`src/rtl/mem_mod_cycle_seq.sv`:
```
// Core-memory access cycle sequencer.
// Latches a module/sector selection on an access strobe, then runs a
// destructive-read / regenerate-write cycle: read drive with a sense strobe,
// an optional recovery gap with all drives off, and a write drive whose
// inhibit line restores (or overwrites) the bit. Every output is registered.
module mem_mod_cycle_seq #(
    parameter int RD_CYC  = 4,   // read-drive length in clocks (1..15)
    parameter int STB_POS = 2,   // read clock (1-based) carrying STROBE (1..RD_CYC)
    parameter int GAP_CYC = 1,   // recovery clocks between read and write (0..15)
    parameter int WR_CYC  = 4    // write-drive length in clocks (1..15)
) (
    input  logic       clk,
    input  logic       rst_n,
    input  logic       mstart,
    input  logic       mzon,
    input  logic       mttn,
    input  logic       mffn,
    input  logic       mssn,
    input  logic       dman,
    input  logic       dmbn,
    input  logic       iman,
    input  logic       imbn,
    input  logic       wreq,
    input  logic       wdata,
    input  logic       sense,
    output logic [3:0] modsel,
    output logic       seca,
    output logic       secb,
    output logic       rddrv,
    output logic       wrdrv,
    output logic       inhibit,
    output logic       strobe,
    output logic       rdata,
    output logic       rvalid,
    output logic       busy,
    output logic       done,
    output logic       selerr,
    output logic       ovrerr
);

    typedef enum logic [1:0] {
        ST_IDLE  = 2'd0,
        ST_READ  = 2'd1,
        ST_GAP   = 2'd2,
        ST_WRITE = 2'd3
    } state_t;

    localparam logic [3:0] RD_CNT  = 4'(RD_CYC);
    localparam logic [3:0] STB_CNT = 4'(STB_POS);
    localparam logic [3:0] GAP_CNT = 4'(GAP_CYC);
    localparam logic [3:0] WR_CNT  = 4'(WR_CYC);
    localparam bit         HAS_GAP = (GAP_CYC > 0);

    // Sequencer state
    state_t     state_reg;
    logic [3:0] cnt_reg;       // clocks left in the current state, including this one
    logic [3:0] rd_pos_reg;    // 1-based index of the current read clock

    // Latched access fields
    logic [3:0] modsel_reg;
    logic       seca_reg;
    logic       secb_reg;
    logic       wreq_reg;
    logic       wdata_reg;

    // Registered outputs
    logic       rddrv_reg;
    logic       wrdrv_reg;
    logic       inhibit_reg;
    logic       strobe_reg;
    logic       rdata_reg;
    logic       rvalid_reg;
    logic       busy_reg;
    logic       done_reg;
    logic       selerr_reg;
    logic       ovrerr_reg;

    // Selection decode (inputs are active low; module vector [0]=MZ .. [3]=MS)
    logic [3:0] mod_act;
    logic [3:0] mod_sel_n;
    logic       sec_a_req;
    logic       sec_b_req;
    logic       sel_legal;

    // Write data chosen for the inhibit line
    logic       regen_bit;
    logic       inhibit_val;

    assign mod_sel_n = {mssn, mffn, mttn, mzon};

    generate
        for (genvar gi = 0; gi < 4; gi++) begin : g_mod_act
            assign mod_act[gi] = ~mod_sel_n[gi];
        end
    endgenerate

    assign sec_a_req = ~dman | ~iman;
    assign sec_b_req = ~dmbn | ~imbn;
    assign sel_legal = $onehot(mod_act) && (sec_a_req != sec_b_req);

    // When the strobe sits in the last read clock, the sensed bit is being
    // captured on the same edge that starts the write, so take it straight
    // from the sense amp rather than from the not-yet-updated RDATA register.
    assign regen_bit   = strobe_reg ? sense : rdata_reg;
    assign inhibit_val = ~(wreq_reg ? wdata_reg : regen_bit);

    // Cycle sequencer: state, timing counter, latched fields and all outputs
    always_ff @(posedge clk or negedge rst_n) begin
        if (!rst_n) begin
            state_reg   <= ST_IDLE;
            cnt_reg     <= 4'd0;
            rd_pos_reg  <= 4'd0;
            modsel_reg  <= 4'd0;
            seca_reg    <= 1'b0;
            secb_reg    <= 1'b0;
            wreq_reg    <= 1'b0;
            wdata_reg   <= 1'b0;
            rddrv_reg   <= 1'b0;
            wrdrv_reg   <= 1'b0;
            inhibit_reg <= 1'b0;
            strobe_reg  <= 1'b0;
            rdata_reg   <= 1'b0;
            rvalid_reg  <= 1'b0;
            busy_reg    <= 1'b0;
            done_reg    <= 1'b0;
            selerr_reg  <= 1'b0;
            ovrerr_reg  <= 1'b0;
        end else begin
            // Single-clock pulses default low; RVALID trails STROBE by one clock
            strobe_reg <= 1'b0;
            done_reg   <= 1'b0;
            ovrerr_reg <= 1'b0;
            rvalid_reg <= strobe_reg;
            if (strobe_reg) begin
                rdata_reg <= sense;
            end

            case (state_reg)
                ST_IDLE: begin
                    if (mstart) begin
                        if (sel_legal) begin
                            modsel_reg <= mod_act;
                            seca_reg   <= sec_a_req;
                            secb_reg   <= sec_b_req;
                            wreq_reg   <= wreq;
                            wdata_reg  <= wdata;
                            selerr_reg <= 1'b0;
                            state_reg  <= ST_READ;
                            cnt_reg    <= RD_CNT;
                            rd_pos_reg <= 4'd1;
                            rddrv_reg  <= 1'b1;
                            busy_reg   <= 1'b1;
                            strobe_reg <= (STB_CNT == 4'd1);
                        end else begin
                            selerr_reg <= 1'b1;
                        end
                    end
                end

                ST_READ: begin
                    ovrerr_reg <= mstart;
                    if (cnt_reg == 4'd1) begin
                        rddrv_reg <= 1'b0;
                        if (HAS_GAP) begin
                            state_reg <= ST_GAP;
                            cnt_reg   <= GAP_CNT;
                        end else begin
                            state_reg   <= ST_WRITE;
                            cnt_reg     <= WR_CNT;
                            wrdrv_reg   <= 1'b1;
                            inhibit_reg <= inhibit_val;
                        end
                    end else begin
                        cnt_reg    <= cnt_reg - 4'd1;
                        rd_pos_reg <= rd_pos_reg + 4'd1;
                        strobe_reg <= ((rd_pos_reg + 4'd1) == STB_CNT);
                    end
                end

                ST_GAP: begin
                    ovrerr_reg <= mstart;
                    if (cnt_reg == 4'd1) begin
                        state_reg   <= ST_WRITE;
                        cnt_reg     <= WR_CNT;
                        wrdrv_reg   <= 1'b1;
                        inhibit_reg <= inhibit_val;
                    end else begin
                        cnt_reg <= cnt_reg - 4'd1;
                    end
                end

                ST_WRITE: begin
                    ovrerr_reg <= mstart;
                    if (cnt_reg == 4'd1) begin
                        state_reg   <= ST_IDLE;
                        cnt_reg     <= 4'd0;
                        wrdrv_reg   <= 1'b0;
                        inhibit_reg <= 1'b0;
                        busy_reg    <= 1'b0;
                        done_reg    <= 1'b1;
                        modsel_reg  <= 4'd0;
                        seca_reg    <= 1'b0;
                        secb_reg    <= 1'b0;
                    end else begin
                        cnt_reg <= cnt_reg - 4'd1;
                    end
                end

                default: begin
                    state_reg <= ST_IDLE;
                end
            endcase
        end
    end

    assign modsel  = modsel_reg;
    assign seca    = seca_reg;
    assign secb    = secb_reg;
    assign rddrv   = rddrv_reg;
    assign wrdrv   = wrdrv_reg;
    assign inhibit = inhibit_reg;
    assign strobe  = strobe_reg;
    assign rdata   = rdata_reg;
    assign rvalid  = rvalid_reg;
    assign busy    = busy_reg;
    assign done    = done_reg;
    assign selerr  = selerr_reg;
    assign ovrerr  = ovrerr_reg;

endmodule
```
`config.mk`:
```
export PLATFORM = sky130hd
export DESIGN_NAME = mem_mod_cycle_seq
export DESIGN_NICKNAME = d
export VERILOG_FILES = /design/src/rtl/mem_mod_cycle_seq.sv
export SDC_FILE = /design/constraint.sdc
export NUM_CORES = 1
export LEC_CHECK = 0
export ABC_CLOCK_PERIOD_IN_PS = 2900
export CAP_MARGIN = 20
export CORE_ASPECT_RATIO = 0.8
export CORE_UTILIZATION = 32
export CTS_CLUSTER_DIAMETER = 100
export CTS_CLUSTER_SIZE = 24
export DETAILED_ROUTE_END_ITERATION = 8
export SETUP_SLACK_MARGIN = 0.05
export SYNTH_ARGS = -nofsm -noshare
export SYNTH_HDL_FRONTEND = slang
export SYNTH_SLANG_ARGS = --single-unit
export TNS_END_PERCENT = 20
```
`constraint.sdc`:
```
create_clock -name clk -period 2.9 [get_ports clk]
set_input_delay 0.58 -clock clk [delete_from_list [all_inputs] [get_ports clk]]
set_output_delay 0.58 -clock clk [all_outputs]
set_load 0.005 [all_outputs]
```
==> out/qor.yml, run 1 <==
path_clk_slew_ns: 0.10
grt-ovfl-total: 0
dp.cells: 229
worst_path_max_delay_cell: "fa_1"
cts-root-buf: "clkbuf_8"
drt_iter0_markers: 54
synth.distinct_cells: 47
die-area_mm2: 0.00518
clockBufferDepth: 2
p_leak_uw: 0.000940
period_minus_slack_ns: 2.53
grt_use_met3: 0.0169
vias: 1144
status: "finished, final reports clean"
htree_levels: 1
grt_pass1_vias: 1167
cts_tree: "done"
drv_cap: 0
hold_viol_final: 0
yosysMostFrequentCell: "dfrtp_1"
antenna_found_initial: 0
min_period_over_period: 0.871
fin_nets: 201
ys_seq_area_frac: 0.447
via_per_inst: 4.89
multi_input_area_um2: 818
p_per_area_mw_per_mm2: 973
vdd.ir_drop.worst_mv: 0.318
critPathMaxFanout: 5
crit_chain: "dlymetal6s2s_1, fa_1, inv_1, ha_1, ha_1, nor3_4, a21boi_4, o21bai_4, a211o_1"
setup_slack_ns: 0.375
core_mm2: 0.00465
netlist_instances: 138
grt_usage: 0.137
met1_usage: 0.177
async_reset_ff_frac: 1.00
yosys-top-cells-area: "dfrtp_1 (45%), ha_1 (8.8%), o21bai_4 (2.4%)"
drc: 0
rsz0062_at_grt: "false"
diodes: 0
area_growth_pct: 31.1
synth_nets: 164
synth_top_area_frac: 0.447
portBuffers: 29
crit_type: "input port to register"
dpl_worst_slack_ns: -0.247
post_route_cells_drive_above_1_share: 0.184
grt_use_met2: 0.222
cp-start-kind: "input port"
syn-cell-area_mm2: 0.00157
die_h_um: 64.6
dp_hpwl_mm: 2.34
cp_common_cell: "ha_1"
crit_family: "adder cells"
worst-path-buf-inv: 2
grt.busiest_layer: "met2"
n_fill_cell: 434
finalClockSkew_ns: 0.00502
syn_avg_cell_area_um2: 11.4
finalSetupViolCount: 0
tightestPinTransition_ns: 0.452
yosys_warnings: 0
slowest_delay_ns: 0.54
fin_cells: 234
cts_made_buffers: 3
max_freq_mhz: 396
synth_top_cell_by_area: "dfrtp_1"
register_area_um2: 701
worstPathRequired_ns: 3.07
hold_path_class: "register to register"
rows: 22
slew_viol_final: 0
ios: 30
ant_nets: 0
wl_per_cell_um: 13.4
endpoint_kind: "register"
clkLatencyLatePin_ns: 0.27
synth-edff-count: 0
wl_mm: 3.14
synth-main-ff-cell: "dfrtp_1"
grt_max_degree: 29
gp_congestion: 0.852
cts_sinks: 28
dr.pass1.iters: 4
ys_ff_latch: 28
cp_data_arrival_time_ns: 2.70
die_w_um: 80.2
grt_pass1_wl_mm: 5.48
relSlewSlack: 0.699
cts_hold_buf: 0
start_util: 0.337
synth_common_cells: "dfrtp_1 (28), ha_1 (11), inv_1 (9), nand2_1 (9), nor2_1 (7)"
[layout by cell type (no fill, tap or decap), types with 2 or more instances in the layout]
cell,instances
nand2_1,9
mux2i_1,2
nand2_2,2
nand3_1,4
o21bai_4,2
o21ai_0,4
a211o_1,2
a21oi_1,4
xor2_1,2
dlymetal6s2s_1,3
nor2_1,7
o31ai_1,3
clkdlybuf4s50_1,26
nor2b_1,3
mux2_2,3
a31oi_1,2
o2bb2ai_1,3
o21ai_1,3
a22o_1,3
nor3_1,2
buf_4,6
ha_1,11
inv_1,9
dfrtp_1,28
clkbuf_8,3
[cells by family (layout without fill, tap and decap cells)]
group,count (synthesis),after routing,synth area share
compound gates,33,33,0.177
xor+xnor,3,3,0.0216
fa+ha+maj,12,12,0.101
buf+inv,13,49,0.0463
flops,28,28,0.447
mux,6,6,0.0415
simple gates,43,43,0.166
[per-stage QoR]
step,total power [µW],area (µm²),hold WS [ns],setup TNS (ns),utilization
floorplan,1340,1570,0.284,0,-
global placement,1610,1940,0.403,-3.43,0.417
detailed placement,1650,1940,0.418,-3.88,0.417
CTS,1970,2010,0.437,0,0.432
global route,2150,2050,0.457,0,0.441
finish,2000,2050,0.421,0,0.441
[per-layer routing]
metal	part of all wire	wire length, µm	up-vias
met2	0.48	1490	25
met5	0	0	-
met3	0.027	84	6
met1	0.47	1480	553
met4	0.025	78	0
li1	-	-	560
[worst register-to-register path: cells and delay by family, from the launching register on]
family	cells	cell delay, ns
AO/OA/AOI/OAI	1	0.27
adder cells (fa/ha/maj)	1	0.35
buffers and inverters	1	0.10
flip-flops	1	0.41
AND/OR/NAND/NOR	3	0.68
[worst paths after layout]
kind                         startpoint            end  slack, ns  cells after the start
setup / recovery                   mzon  rd_pos_reg[2]       0.37                      9
hold / removal                   strobe         rvalid       0.42                      0
setup reg to reg           state_reg[1]     cnt_reg[0]       0.99                      6
hold reg to reg                  strobe         rvalid       0.42                      0
max in group asynchronous         rst_n  rd_pos_reg[0]       1.95                      2
min in group asynchronous         rst_n         rvalid       0.69                      2
[where the power goes]
part | internal (µW) | total (µW) | switching, µW | leakage (µW)
logic | 540 | 1040 | 499 | 0.000546
registers | 533 | 650 | 117 | 0.000358
clock network | 185 | 309 | 124 | 0.0000357
total | 1260 | 2000 | 740 | 0.000940
[area by class of cell]
class                           instances  share of cell area
Multi-Input combinational cell         97               0.399
Sequential cell                        28               0.341
Timing Repair Buffer                   36               0.172
Tap cell                               60              0.0366
Clock buffer                            3              0.0201
Inverter                                9              0.0165
Clock inverter                          1              0.0146
[what timing repair did]
item	CTS	global route
pin swaps	1	2
endpoints found under the setup margin	3	11
setup buffers	0	1
gates resized for setup	0	10
No activity file was read; power rests on OpenSTA's default activity.
==> inputs of run 2 (changes only) <==
MAX_ROUTING_LAYER = met4   (was not set)
SKIP_LAST_GASP = 1   (was not set)
==> out/qor.yml, run 2 (synthesis gave the netlist of run 1 again) <==
die-area_mm2: 0.00518
cts_made_buffers: 3
post_route_cells_drive_above_1_share: 0.184
max_freq_mhz: 397
htree_levels: 1
slowest_delay_ns: 0.54
gp_congestion: 0.866
rows: 22
critPathMaxFanout: 5
portBuffers: 29
clkLatencyLatePin_ns: 0.28
slew_viol_final: 0
die_w_um: 80.2
cp-start-kind: "input port"
drc: 0
crit_type: "input port to register"
period_minus_slack_ns: 2.52
ant_nets: 0
cts_sinks: 28
holdWs_ns: 0.421
cp_data_arrival_time_ns: 2.70
tightestPinTransition_ns: 0.450
dr.pass1.iters: 4
p_per_area_mw_per_mm2: 974
finalClockSkew_ns: 0.00473
hold_viol_final: 0
worst_path_max_delay_cell: "fa_1"
grt_pass1_wl_mm: 5.50
grt_pass1_vias: 1165
grt_usage: 0.141
area_growth_pct: 31.1
worstPathRequired_ns: 3.07
n_fill_cell: 434
die_h_um: 64.6
wl_per_cell_um: 13.4
antenna_found_initial: 0
start_util: 0.337
p_leak_uw: 0.000940
crit_family: "adder cells"
wl_mm: 3.14
placed_area_mm2: 0.00194
grt_max_degree: 29
crit_chain: "dlymetal6s2s_1, fa_1, inv_1, ha_1, ha_1, nor3_4, a21boi_4, o21bai_4, a211o_1"
drt_iter0_markers: 53
mostFrequentLayoutCells: "dfrtp_1 (28), clkdlybuf4s50_1 (26), ha_1 (11)"
final_core_util: 0.441
vdd.ir_drop.worst_mv: 0.318
worst-path-buf-inv: 2
drv_cap: 0
endpoint_kind: "register"
fin_nets: 201
timing.setup.tns_ns: 0
hold_path_class: "register to register"
via_per_inst: 4.90
clockBufferDepth: 2
dp_hpwl_mm: 2.34
core_mm2: 0.00465
diodes: 0
cp_common_cell: "ha_1"
grt-ovfl-total: 0
vias: 1147
path_clk_slew_ns: 0.10
ios: 30
setup_slack_ns: 0.379
design_area_mm2: 0.00205
rsz0062_at_grt: "false"
status: "finished, final reports clean"
min_period_over_period: 0.869
final_common_cell: "dfrtp_1"
cts-root-buf: "clkbuf_8"
cts_tree: "done"
finalSetupViolCount: 0
relSlewSlack: 0.700
dpl_worst_slack_ns: -0.247
## run 2: final cells by class
cell class              count  area, µm²  share of cell area
clock buffers               3       41.3              0.0201
clock inverters             1       30.0              0.0146
inverters                   9       33.8              0.0165
multi-input cells          97        818               0.399
flip-flops and latches     28        701               0.341
well taps                  60       75.1              0.0366
repair buffers             36        354               0.172
## run 2: repair_timing
action,CTS,global route
pin swaps,1,2
hold buffers,0,0
buffers inserted,0,1
endpoints found under the setup margin,3,11
gates resized for setup,0,10
## run 2: layer usage
| layer | vias to the layer above | global-route usage | routed length, µm |
|---|---|---|---|
| met4 | 0 | 0.0759 | 92 |
| met1 | 547 | 0.178 | 1470 |
| met2 | 32 | 0.222 | 1480 |
| li1 | 560 | - | - |
| met5 | - | - | 0 |
| met3 | 8 | 0.0169 | 100 |
## run 2: path summary, 6_finish.rpt
kind	startpoint	to	slack, ns	cells after the start
min in group asynchronous	rst_n	rvalid	0.68	2
worst min-delay path	strobe	rvalid	0.42	0
worst max register to register	state_reg[1]	cnt_reg[0]	0.98	6
worst max-delay path	mzon	rd_pos_reg[2]	0.38	9
worst min register to register	strobe	rvalid	0.42	0
max in group asynchronous	rst_n	rd_pos_reg[0]	1.95	2
## run 2: per-stage QoR
step,cells,total power (µW)
finish,234,2000
CTS,233,1970
detailed placement,229,1650
global placement,229,1610
floorplan,138,1340
global route,234,2150
## run 2: power by group
part,total [µW],internal [µW],leakage [µW],switching [µW]
sequential,649,533,0.000358,117
combinational,1040,540,0.000546,499
clock,310,185,0.0000357,125
total,2000,1260,0.000940,741
==> inputs of run 3 (changes only) <==
DONT_BUFFER_PORTS = 1   (was not set)
==> out/qor.yml, run 3 (synthesis gave the netlist of run 1 again) <==
status: "finished, final reports clean"
critPathMaxFanout: 17
post_route_cells_drive_above_1_share: 0.165
mostFrequentLayoutCells: "dfrtp_1 (28), ha_1 (11), inv_1 (9), nand2_1 (9), nor2_1 (7)"
tightestPinTransition_ns: 0.506
cts_tree: "done"
htree_levels: 1
path_clk_slew_ns: 0.09
dr.pass1.iters: 4
vias: 1023
drt_iter0_markers: 40
fin_nets: 166
max_freq_mhz: 402
area_growth_pct: 7.11
diodes: 0
period_minus_slack_ns: 2.49
ios: 30
cp_data_arrival_time_ns: 2.65
clockBufferDepth: 2
core_mm2: 0.00465
final_common_cell: "dfrtp_1"
dp_hpwl_mm: 2.29
gp_congestion: 0.770
ctsResizeCount: 0
hold_path_class: "input port to async pin"
worst-path-buf-inv: 1
crit_start: "mzon"
portBuffers: 0
endpoint_kind: "register"
ant_nets: 0
worstPathRequired_ns: 3.06
cp_common_cell: "ha_1"
final_core_util: 0.361
die_h_um: 64.6
grt-ovfl-total: 0
timing.setup.tns_ns: 0
p_per_area_mw_per_mm2: 1020
cts-root-buf: "clkbuf_8"
slew_viol_final: 0
crit_cells: 8
grt_max_degree: 29
wl_per_cell_um: 15.3
p_leak_uw: 0.000763
die_w_um: 80.2
slowest_delay_ns: 0.52
crit_type: "input port to register"
hold_viol_final: 0
n_fill_cell: 453
via_per_inst: 5.14
cts_made_buffers: 3
min_period_over_period: 0.857
r2r_cells: 7
drv_cap: 0
reg2reg_from: "state_reg[1]"
cp-start-kind: "input port"
wl_mm: 3.04
rows: 22
holdWs_ns: 0.109
start_util: 0.337
finalSetupViolCount: 0
grt_pass1_wl_mm: 5.08
drc: 0
grt_usage: 0.134
finalClockSkew_ns: 0.00173
worst_path_max_delay_cell: "fa_1"
relSlewSlack: 0.662
crit_chain: "fa_1, inv_1, ha_1, ha_1, nor3_4, a21boi_4, o21bai_4, a211o_1"
grt_pass1_vias: 1057
die-area_mm2: 0.00518
power.total_uw: 1710
vdd.ir_drop.worst_mv: 0.287
cts_sinks: 28
antenna_found_initial: 0
rsz0062_at_grt: "false"
clkLatencyLatePin_ns: 0.27
crit_family: "adder cells"
==> run 3: cell count changes in the layout (fill, tap and decap cells not counted), moves of 2 or more <==
| cell | change |
|---|---|
| clkdlybuf4s50_1 | -26 |
| buf_4 | -6 |
| dlymetal6s2s_1 | -3 |
| o21ai_0 | +2 |
| o21ai_1 | -2 |
==> run 3: final timing paths <==
kind	endpoint	slack, ns
max	rd_pos_reg[2]	0.41
min	strobe	0.11
max reg2reg	cnt_reg[3]	0.88
min reg2reg	rvalid	0.47
max in group asynchronous	state_reg[1]	2.63
min in group clk	modsel[3]	0.38
==> run 3: power breakdown <==
part / internal, µW / total (µW) / switching, µW
clock network: 122 / 240 / 119
logic: 366 / 806 / 440
registers: 534 / 667 / 133
==> run 3: routing by layer <==
metal	vias to the layer above	global-route usage	part of all wire
met5	-	-	0
met3	7	0.0239	0.057
met2	33	0.210	0.48
met1	496	0.166	0.44
met4	0	0.0670	0.022
li1	487	-	-
==> run 3: area by class of cell <==
class | instances | area (µm²) | area share
Inverter | 9 | 33.8 | 0.0201
Clock buffer | 4 | 55.1 | 0.0328
Multi-Input combinational cell | 97 | 793 | 0.473
Timing Repair Buffer | 1 | 20.0 | 0.0119
Tap cell | 60 | 75.1 | 0.0447
Sequential cell | 28 | 701 | 0.418
==> run 3: worst reg2reg max path: stages (launching register included) <==
cell	delay (ns)
dfrtp_1	0.40
inv_1	0.10
ha_1	0.36
or3_4	0.41
nand2b_1	0.19
nor2_1	0.07
o21ai_0	0.25
o31ai_1	0.12
==> run 3: what timing repair did <==
action | 4_1_cts | 5_1_grt
hold buffers | 1 | 0
buffers inserted | 0 | 0
hold endpoints to repair | 28 | 0
==> run 3: metrics by stage <==
step / setup WS (ns) / cell area [µm²] / cells
final: 0.414 / 1680 / 199
after global routing: 0.339 / 1680 / 199
after CTS: 0.412 / 1680 / 199
after detailed placement: 0.123 / 1600 / 194
after global placement: 0.168 / 1600 / 194
after floorplan: 0.316 / 1570 / 138
